File: src/rtl/nibble_add_pkg.sv
// Shared definitions for the nibble-serial adder controller.
//   state_t   : controller FSM encoding (IDLE, RUN, DONE)
//   NIB_W     : width of the adder slice in bits
//   idx_w()   : width of the nibble index counter, clog2(n) but at least 1
package nibble_add_pkg;

  localparam int NIB_W = 4;

  typedef enum logic [1:0] {
    ST_IDLE = 2'd0,
    ST_RUN  = 2'd1,
    ST_DONE = 2'd2
  } state_t;

  function automatic int idx_w(input int n);
    return (n <= 1) ? 1 : $clog2(n);
  endfunction

endpackage

File: src/rtl/nibble_add_slice.sv
// Purely combinational 4-bit ripple-carry adder slice.
// Ports:
//   a, b : 4-bit addends
//   cin  : carry into bit 0
//   s    : 4-bit sum
//   cout : carry out of bit 3
module nibble_add_slice
  import nibble_add_pkg::*;
(
  input  logic [NIB_W-1:0] a,
  input  logic [NIB_W-1:0] b,
  input  logic             cin,
  output logic [NIB_W-1:0] s,
  output logic             cout
);

  // w_c[i] is the carry into bit i; w_c[NIB_W] is the slice carry-out.
  logic [NIB_W:0] w_c;

  assign w_c[0] = cin;

  for (genvar i = 0; i < NIB_W; i++) begin : g_fa
    assign s[i]     = a[i] ^ b[i] ^ w_c[i];
    assign w_c[i+1] = (a[i] & b[i]) | (w_c[i] & (a[i] ^ b[i]));
  end

  assign cout = w_c[NIB_W];

endmodule

File: src/rtl/nibble_serial_add_ctrl.sv
// WIDTH-bit adder that reuses one 4-bit slice over WIDTH/4 cycles,
// least-significant nibble first, with a registered carry between nibbles.
// Ports:
//   clk, rst     : clock, synchronous active-high reset
//   start_valid  : requester offers a, b, cin
//   start_ready  : controller idle and able to accept
//   a, b, cin    : operands, sampled only on accept
//   sum, cout    : registered result, held until the next operation starts
//   done_valid   : result available
//   done_ready   : consumer takes the result
//   busy         : operation in progress or result pending
//   nib_idx      : nibble being added this cycle (debug)
//   dbg_state    : FSM state encoding (debug)
//
// Handshakes: a transfer happens on a rising edge where valid && ready are
// both high. start_ready is high exactly in IDLE; done_valid is high exactly
// in DONE and stays high, with sum/cout stable, until done_ready is seen.
// start_valid outside IDLE and done_ready outside DONE are ignored.
//
// WIDTH must be a multiple of 4 and at least 4.
module nibble_serial_add_ctrl
  import nibble_add_pkg::*;
#(
  parameter int WIDTH = 16
) (
  input  logic                         clk,
  input  logic                         rst,
  input  logic                         start_valid,
  output logic                         start_ready,
  input  logic [WIDTH-1:0]             a,
  input  logic [WIDTH-1:0]             b,
  input  logic                         cin,
  output logic [WIDTH-1:0]             sum,
  output logic                         cout,
  output logic                         done_valid,
  input  logic                         done_ready,
  output logic                         busy,
  output logic [idx_w(WIDTH/4)-1:0]    nib_idx,
  output logic [1:0]                   dbg_state
);

  localparam int NIB  = WIDTH / NIB_W;
  localparam int IDXW = idx_w(NIB);

  state_t            r_state;
  logic [WIDTH-1:0]  r_op_a;
  logic [WIDTH-1:0]  r_op_b;
  logic              r_carry;
  logic [WIDTH-1:0]  r_sum;
  logic              r_cout;
  logic              r_done_valid;
  logic              r_busy;
  logic [IDXW-1:0]   r_nib_idx;

  logic [NIB_W-1:0]  w_slice_s;
  logic              w_slice_co;
  logic [WIDTH-1:0]  w_sum_shift;
  logic              w_last;

  nibble_add_slice u_slice (
    .a    (r_op_a[NIB_W-1:0]),
    .b    (r_op_b[NIB_W-1:0]),
    .cin  (r_carry),
    .s    (w_slice_s),
    .cout (w_slice_co)
  );

  // New nibble enters at the MSB end; after NIB steps the first nibble has
  // walked down to bits [3:0], so the result lands already aligned.
  if (NIB == 1) begin : g_one_nib
    assign w_sum_shift = w_slice_s;
  end else begin : g_multi_nib
    assign w_sum_shift = {w_slice_s, r_sum[WIDTH-1:NIB_W]};
  end

  assign w_last = (r_nib_idx == IDXW'(NIB - 1));

  always_ff @(posedge clk) begin
    if (rst) begin
      r_state      <= ST_IDLE;
      r_op_a       <= '0;
      r_op_b       <= '0;
      r_carry      <= 1'b0;
      r_sum        <= '0;
      r_cout       <= 1'b0;
      r_done_valid <= 1'b0;
      r_busy       <= 1'b0;
      r_nib_idx    <= '0;
    end else begin
      case (r_state)
        ST_IDLE: begin
          if (start_valid) begin
            r_op_a    <= a;
            r_op_b    <= b;
            r_carry   <= cin;
            r_nib_idx <= '0;
            r_busy    <= 1'b1;
            r_state   <= ST_RUN;
          end
        end
        ST_RUN: begin
          r_sum   <= w_sum_shift;
          r_op_a  <= r_op_a >> NIB_W;
          r_op_b  <= r_op_b >> NIB_W;
          r_carry <= w_slice_co;
          if (w_last) begin
            // Index parks at 0 so DONE/IDLE always show a clean value.
            r_cout       <= w_slice_co;
            r_nib_idx    <= '0;
            r_done_valid <= 1'b1;
            r_state      <= ST_DONE;
          end else begin
            r_nib_idx <= r_nib_idx + IDXW'(1);
          end
        end
        ST_DONE: begin
          if (done_ready) begin
            r_done_valid <= 1'b0;
            r_busy       <= 1'b0;
            r_state      <= ST_IDLE;
          end
        end
        default: begin
          r_state      <= ST_IDLE;
          r_done_valid <= 1'b0;
          r_busy       <= 1'b0;
        end
      endcase
    end
  end

  assign start_ready = (r_state == ST_IDLE);
  assign sum         = r_sum;
  assign cout        = r_cout;
  assign done_valid  = r_done_valid;
  assign busy        = r_busy;
  assign nib_idx     = r_nib_idx;
  assign dbg_state   = r_state;

endmodule

File: config.mk
export PLATFORM = sky130hd
export DESIGN_NAME = nibble_serial_add_ctrl
export DESIGN_NICKNAME = d
export VERILOG_FILES = /design/src/rtl/nibble_add_pkg.sv /design/src/rtl/nibble_add_slice.sv /design/src/rtl/nibble_serial_add_ctrl.sv
export SDC_FILE = /design/constraint.sdc
export NUM_CORES = 1
export LEC_CHECK = 0
export ABC_AREA = 1
export CORE_MARGIN = 4
export CORE_UTILIZATION = 50
export DETAILED_ROUTE_END_ITERATION = 10
export PLACE_DENSITY = 0.81
export SLEW_MARGIN = 20
export SYNTH_ARGS = -nofsm -noshare
export SYNTH_HDL_FRONTEND = slang
export SYNTH_SLANG_ARGS = --single-unit
File: constraint.sdc
create_clock -name clk -period 4 [get_ports clk]
set_clock_uncertainty 0.2 [all_clocks]
set_input_delay 0.8 -clock clk [delete_from_list [all_inputs] [get_ports clk]]
set_output_delay 0.8 -clock clk [all_outputs]
set_load 0.1 [all_outputs]
== Word-level counts from Yosys, hierarchy flattened ==
Index checks and enable logic that the tools add are counted.

* Bits of input ports: 37
* Bits in registers: 56
* Word-level logic and storage cells: 63

* $add $sub $neg: 1
* Bitwise logic cells: 22
* Reduce and logical (&&, ||, !) cells: 7
* Equal/unequal tests: 6
* Muxes and demuxes: 18

{| class="wikitable"
|+ Operator list
! operator !! number
|-
| one-hot mux 16 bit (2 select lines) || 2
|-
| two-way mux 16 bit || 2
|-
| two-way mux 2 bit || 5
|-
| AND reduction 3 bit || 3
|-
| AND 1 bit || 8
|-
| bitwise XOR 1 bit || 8
|-
| != test 2 bit (second input constant) || 3
|-
| one-hot mux 1 bit (3 select lines) || 2
|-
| one-hot mux 2 bit (3 select lines) || 1
|-
| equality test 2 bit (second input constant) || 2
|-
| two-way mux 1 bit || 4
|-
| OR 1 bit || 4
|-
| one-hot mux 2 bit (2 select lines) || 1
|-
| AND reduction 2 bit || 2
|-
| adder 2 x 1 -> 2 bit (second input constant) || 1
|-
| equality test 2 x 1 -> 1 bit (second input constant) || 1
|-
| logical NOT 2 bit || 1
|-
| inverter 1 bit || 2
|-
| one-hot mux 1 bit (2 select lines) || 1
|-
| nonzero test 2 bit || 1
|}

== Logic depth before layout (Yosys ltp) ==
Gate-level depths: netlist of the first run.

* Word-level depth: 10
* Gate-level depth with buffers: 12
* Mapped depth without buffers: 12

== Cells and area by module ==
Synthesis of the first run repeated with hierarchy kept, for this count alone.

* Cells, all modules: 270
* Area, all modules: 2222.1 sq um

{| class="wikitable"
|+ By module, submodules not included
! module !! cells an instance !! seq. area each (sq um) !! area each (sq um) !! instances
|-
| nibble_serial_add_ctrl || 256 || 1121.1 || 2104.5 || 1
|-
| nibble_add_slice || 14 || 0.0 || 117.6 || 1
|}

== Worst setup path before layout of the first run ==
Ideal clock, no wire load.

* Path type: register -> output
* Start point: reg r_state[0] (netlist: dbg_state[0])
* End point: out start_ready
* Required time: 3.000 ns
* Path slack: 1.054 ns
* Path buffers: 1
* Cell stages (with the launch flop): 3
* Data arrival time: 1.946 ns
* Cells stage by stage: dfxtp_1 -> buf_4 -> nor2_2

* Word-level cells in the longest chain between the ends: 1

{| class="wikitable"
|+ Ends and longest elaborated chain
! item !! line !! source
|-
| from (decl) || nibble_serial_add_ctrl.sv:45 || <nowiki>state_t r_state;</nowiki>
|-
| from (signal assigned) || nibble_serial_add_ctrl.sv:80 || <nowiki>r_state <= ST_IDLE;</nowiki>
|-
| from (signal assigned) || nibble_serial_add_ctrl.sv:98 || <nowiki>r_state <= ST_RUN;</nowiki>
|-
| from (signal assigned) || nibble_serial_add_ctrl.sv:111 || <nowiki>r_state <= ST_DONE;</nowiki>
|-
| logical NOT 2 bit || nibble_serial_add_ctrl.sv:132 || <nowiki>assign start_ready = (r_state == ST_IDLE);</nowiki>
|-
| to (decl) || nibble_serial_add_ctrl.sv:29 || <nowiki>output logic start_ready,</nowiki>
|}

Every way passes these cells.

== Worst setup path in the final report of the first run ==
* Start point: reg r_state[1] (netlist: dbg_state[1])
* End point: out dbg_state[1]

{| class="wikitable"
|+ RTL lines
! item !! line !! source
|-
| to (decl) || nibble_serial_add_ctrl.sv:39 || <nowiki>output logic [1:0] dbg_state</nowiki>
|}

No word-level cell between the ends.

==> summary.md, run 1 <==
| Metric | Value |
|---|---|
| First-pass iteration count of the detailed router | `4` |
| Syn avg cell area | `6.53 um^2` |
| H-Tree Depth | `2` |
| Synth top area share | `0.429` |
| Starting Density | `0.515` |
| FP Rows | `26` |
| Seq/Total Area, Yosys | `0.429` |
| Grt peak-use layer | `met2` |
| Min Clock Period, post-route | `2.96 ns` |
| Pin count of the biggest net entering global routing | `39` |
| Synth cell types | `17` |
| Multi-input logic area | `~1100 um^2` |
| GR Util met1 | `0.204` |
| Tcrit/Tclk final | `0.740` |
| CP Max Fanout | `6` |
| Max Slew Vio Count | `0` |
| Total track usage | `0.172` |
| Final Hold Slack | `0.272 ns` |
| Routed len/inst | `10.2 um` |
| Grt met2 use | `0.306` |
| CTS tree | `done` |
| Yosys warns | `0` |
| Seq cells post-synth | `56` |
| I/O pins | `61` |
| Bufs on Longest Clock Path | `2` |
| Worst path top cell family by delay | `buffers and inverters` |
| Max VDD drop | `0.000300 V` |
| Detail Placement HPWL | `3690 um` |
| Mapped Cells | `400` |
| Post-CTS Repair Setup Buffers | `0` |
| Rel. slew slack | `0.342` |
| Setup TNS Final | `0 ns` |
| Post-CTS Hold Fix Bufs | `0` |
| Die width | `80.3 um` |
| Max Cap Viol | `0` |
| Final hold viol count | `0` |
| TritonCTS Buffers | `5` |
| GR met3 Demand/Resource | `0.0392` |
| RSZ-0062 raised after global routing | `false` |
| Setup-failing EPs final | `0` |
| Remaining DRCs | `0` |
| Initial antenna violation count | `0` |
| Synthesized area | `2610 um^2` |
| Sequential share of power | `0.468` |
| Seq. cell area | `1120 um^2` |
| Crit path buf inv count | `1` |
| Post-CTS sizing | `0` |
| First-pass GRT wire length | `~9000 um` |
| Clk root buf | `clkbuf_8` |
| Post-synth EDFFs | `0` |
| Post-synth top area cell | `dfxtp_1` |
| Psw | `0.000462 W` |
| Comb pwr share | `0.293` |
| Post-Syn Nets | `442` |
| Ys async rst share | `0` |
| CP cell instances | `clkdlybuf4s50_1` |
| Hold Path Class | `flip-flop to flip-flop` |
| Sink Count | `56` |
| Layout area overhead | `27.0%` |
| Switching Fraction | `0.342` |
| Die area | `6450 um^2` |
| Status | `finished clean` |
| NumNets Final | `490` |
| Placed insts | `a little over 500` |
| N_diodes | `0` |
| GRT overflow | `0` |
| Crit path kind | `flip-flop to output pin` |
| CP max-delay cell | `clkdlybuf4s50_1` |
| RD Place Congestion | `0.794` |
| Area contributors post-synth | `dfxtp_1, nand2_1, inv_1, nor2_1, a21oi_1` |
| Clk Latency, worst-skew pair | `0.30 ns` |
| Layout cell share with drive strength beyond 1 | `0.0402` |
| Pint | `0.000888 W` |
| Drt total wl | `5280 um` |
| Post-synth top cells | `nand2_1, inv_1, nor2_1` |
| Clock power share | `0.239` |
| Crit end category | `output pin` |
| Static leakage | `1.54 nW` |
| CP max stage delay | `1.19 ns` |
| WP data arrival | `1.96 ns` |
| Reg2reg setup slack | `1.56 ns` |
| Vias | `2394` |
| Die Ht | `80.3 um` |
| Vias in the first global route | `around 2200` |
| Initial DRC count | `~110` |
| Power density over the cells | `roughly 400 nW/um^2` |
| Via density | `4.62` |
| Startpoint Class | `flip-flop` |
| Critical Path RT | `3.00 ns` |
| Worst-Margin Slew | `between 0.9 and 1 ns` |
| Routed Antenna Nets | `0` |
| Core Area | `5070 um^2` |
| Final std cells w/o fill | `518` |
| Most frequent cell after synthesis | `nand2_1` |
| Most common flop cell mapped by yosys | `dfxtp_1` |
| Fillers | `474` |
| Clk pin slew, worst setup/hold paths | `0.09 ns` |
| Port buffer count | `60` |
| Max Fclk | `0.338 GHz` |
-- state kept, by name (all words and copies together), names as in the netlist --
signal / count
busy: 1
r_op_a: 16
dbg_state: 2
nib_idx: 2
done_valid: 1
r_op_b: 16
cout: 1
r_carry: 1
sum: 16
-- layer usage --
layer  part of all wire  wire length [um]
met4              0.011                58
met2               0.48              2560
met5                  0                 0
met1               0.46              2410
met3              0.048               256
-- power by group through the flow --
stage                     clock network, W  logic, W  registers (W)
after floorplan                          0  0.000172       0.000766
after global placement                   0  0.000389       0.000643
after detailed placement                 0  0.000396       0.000645
after CTS                         0.000330  0.000398       0.000632
after global routing              0.000348  0.000435       0.000638
final                             0.000323  0.000395       0.000632
-- through the flow --
stage                util  total power, W  worst slack [ns]  instance area (um^2)
floorplan               -        0.000938              1.05                  2610
global placement    0.635         0.00103              1.02                  3220
detailed placement  0.635         0.00104              1.01                  3220
CTS                 0.654         0.00136              1.03                  3320
global route        0.654         0.00142             0.983                  3320
finish              0.654         0.00135              1.04                  3320
-- layout by cell type, fill, tap and decap left out --
cell type	Yosys	final
a21oi_1	39	39
buf_12	0	1
buf_4	2	4
clkbuf_8	0	7
clkdlybuf4s50_1	0	58
dfxtp_1	56	56
fa_1	4	4
ha_1	1	1
inv_1	65	65
inv_2	1	1
nand2_1	123	122
nand2_2	0	1
nand3_1	10	10
nor2_1	60	60
nor2_2	2	2
o21ai_0	15	15
o21ai_4	0	1
or2_2	1	1
-- final cells by class --
cell class              count  area share
multi-input cells         256       0.343
flip-flops and latches     56       0.338
repair buffers             63       0.190
inverters                  66      0.0746
clock buffers               7      0.0290
well taps                  70      0.0264
-- cells by family after synthesis --
logic type                 after synthesis  synth area share
and+or+nand+nor                        196             0.289
AOI/OAI and AO/OA                       55             0.107
adders and majority gates                5            0.0354
DFF                                     56             0.429
buffers and inverters                   88             0.140
-- final timing paths --
path / startpoint / endpoint / depth (start not counted)
max reg2reg: dbg_state[0] / cout / 6
min: done_valid / done_valid / 2
max: dbg_state[1] / dbg_state[1] / 1
min reg2reg: done_valid / done_valid / 2
Power figures use the tool's default switching activity.
==> run 2: changes to the inputs <==
- CORE_UTILIZATION: 50 -> 45
- PLACE_DENSITY: 0.81 -> 0.77
- clock period: 4 -> 2.4 ns (I/O delays scaled with it)
==> run 2 against run 1 <==
Compared with the run above:
- design area is 0.98% higher
- global-route usage decreased by 1.6 points
- clock power increased by 59%
- sequential share of layout area fell by 0.29 points
- critical endpoint is now sum[15]
- largest cell class unchanged
- highest routed layer unchanged
==> summary.md, run 2 (synthesized netlist as in run 1, its figures left out) <==
| Metric | Value |
|---|---|
| Status | `finished clean` |
| Crit path kind | `flip-flop to flip-flop` |
| Routed Antenna Nets | `0` |
| Worst-Margin Slew | `0.331 ns` |
| Max Slew Vio Count | `0` |
| Clk pin slew, worst setup/hold paths | `about 0.090 ns` |
| Layout cell share with drive strength beyond 1 | `0.105` |
| GRT overflow | `0` |
| N_diodes | `0` |
| Max Cap Viol | `0` |
| Via density | `4.56` |
| Reg2Reg Capture Point | `sum[15]` |
| Initial DRC count | `131` |
| Tcrit/Tclk final | `0.930` |
| Starting Density | `0.469` |
| Drt total wl | `5500 um` |
| Bufs on Longest Clock Path | `2` |
| Sink Count | `56` |
| Placed insts | `521` |
| Die Ht | `84.2 um` |
| Worst r2r path cells | `10` |
| Fillers | `538` |
| Initial antenna violation count | `0` |
| Port buffer count | `60` |
| I/O pins | `61` |
| WP data arrival | `roughly 2.3 ns` |
| FP Rows | `27` |
| Routed len/inst | `10.4 um` |
| Die width | `84.2 um` |
| Reg2reg start | `r_op_a[0]` |
| RD Place Congestion | `between 0.7 and 0.8` |
| Reg2reg setup slack | `0.17 ns` |
| Final std cells w/o fill | `529` |
| Most common cell after layout, fill and taps aside | `nand2_1` |
| Setup crit end | `sum[15]` |
| Pin count of the biggest net entering global routing | `43` |
| Core Area | `~5600 um^2` |
| Setup crit start | `r_op_a[0]` |
| CTS tree | `done` |
| CP Max Fanout | `2` |
| Final Core Density | `0.602` |
| First-pass GRT wire length | `between 9000 and 10000 um` |
| Hold Path Class | `flip-flop to flip-flop` |
| Vias in the first global route | `2271` |
| Setup TNS Final | `0 ns` |
| Detail Placement HPWL | `3910 um` |
| Post-CTS Repair Setup Buffers | `0` |
| Remaining DRCs | `0` |
| Final hold viol count | `0` |
| Power density over the cells | `around 670 nW/um^2` |
| Max Fclk | `about 0.45 GHz` |
| First-pass iteration count of the detailed router | `4` |
| Vias | `2413` |
| Setup-failing EPs final | `0` |
| HP Start | `r_op_a[12]` |
| Critical Path RT | `2.44 ns` |
| Clk Latency, worst-skew pair | `about 0.30 ns` |
| NumNets Final | `roughly 500` |
| H-Tree Depth | `2` |
| Max VDD drop | `around 0.00039 V` |
| Total track usage | `0.157` |
| Die area | `7090 um^2` |
| Min Clock Period, post-route | `2.23 ns` |
| Rel. slew slack | `0.779` |
| Crit end category | `flip-flop` |
| Clk root buf | `clkbuf_8` |
| Most frequent cells in the layout | `nand2_1, inv_1, nor2_1, dfxtp_1, a21oi_1` |
| Startpoint Class | `flip-flop` |
| TritonCTS Buffers | `5` |
| RSZ-0062 raised after global routing | `false` |
| Static leakage | `roughly 1.6 nW` |
| Layout area overhead | `28.3%` |
-- run 2: cell count changes in the layout (fill, tap and decap cells not counted), sizes merged --
cell	change
buf	+30
clkdlybuf4s50	-22
clkbuf	+1
-- run 2: worst min path at each step --
stage                       endpoint  slack [ns]  cells past startpoint
after global placement    r_op_a[15]        0.25                      2
final                     r_op_a[12]        0.27                      2
after CTS                 r_op_a[15]        0.27                      2
after global routing            busy        0.29                      2
after detailed placement        busy        0.25                      2
after floorplan           r_op_a[14]        0.24                      2
-- run 2: where the power goes --
group	switching (W)	internal [W]
sequential	0.0000425	0.00101
combinational	0.000451	0.000220
clock	0.000277	0.000236
total	0.000770	0.00147
-- run 2: critical path: stages, from the launching register on --
cell	delay (ns)
dfxtp_2	0.34
fa_2	0.37
inv_1	0.07
fa_1	0.15
inv_1	0.05
fa_1	0.34
inv_1	0.07
fa_1	0.40
nand2_1	0.07
nand2_1	0.04
nor2_1	0.08
-- run 2: repair_timing --
item / in CTS / in global routing
endpoints found under the setup margin: 0 / 1
resized for setup: 0 / 2
hold buffers: 0 / 0
-- run 2: layout make-up --
type,instances,area (um^2),share of cell area
multi-input cells,256,1140,0.341
flip-flops and latches,56,1120,0.335
repair buffers,71,661,0.197
inverters,66,248,0.0739
clock buffers,8,90.1,0.0269
well taps,72,90.1,0.0269
-- run 2: metrics by stage --
step,hold WS [ns],setup WS (ns),total power (W),cell area (um^2)
2_1_floorplan,0.240,0.152,0.00156,2620
4_1_cts,0.268,0.104,0.00226,3350
6_report,0.268,0.167,0.00224,3350
3_3_place_gp,0.248,0.153,0.00174,3260
5_1_grt,0.292,0.0221,0.00237,3350
3_5_place_dp,0.253,0.125,0.00175,3260
-- run 2: per-layer routing --
metal  track usage  up-vias  routed length (um)
met5             0        -                   0
li1              -     1294                   -
met4        0.0453        0                  29
met1         0.180     1059                2490
met2         0.285       58                2650
met3        0.0393        2                 330
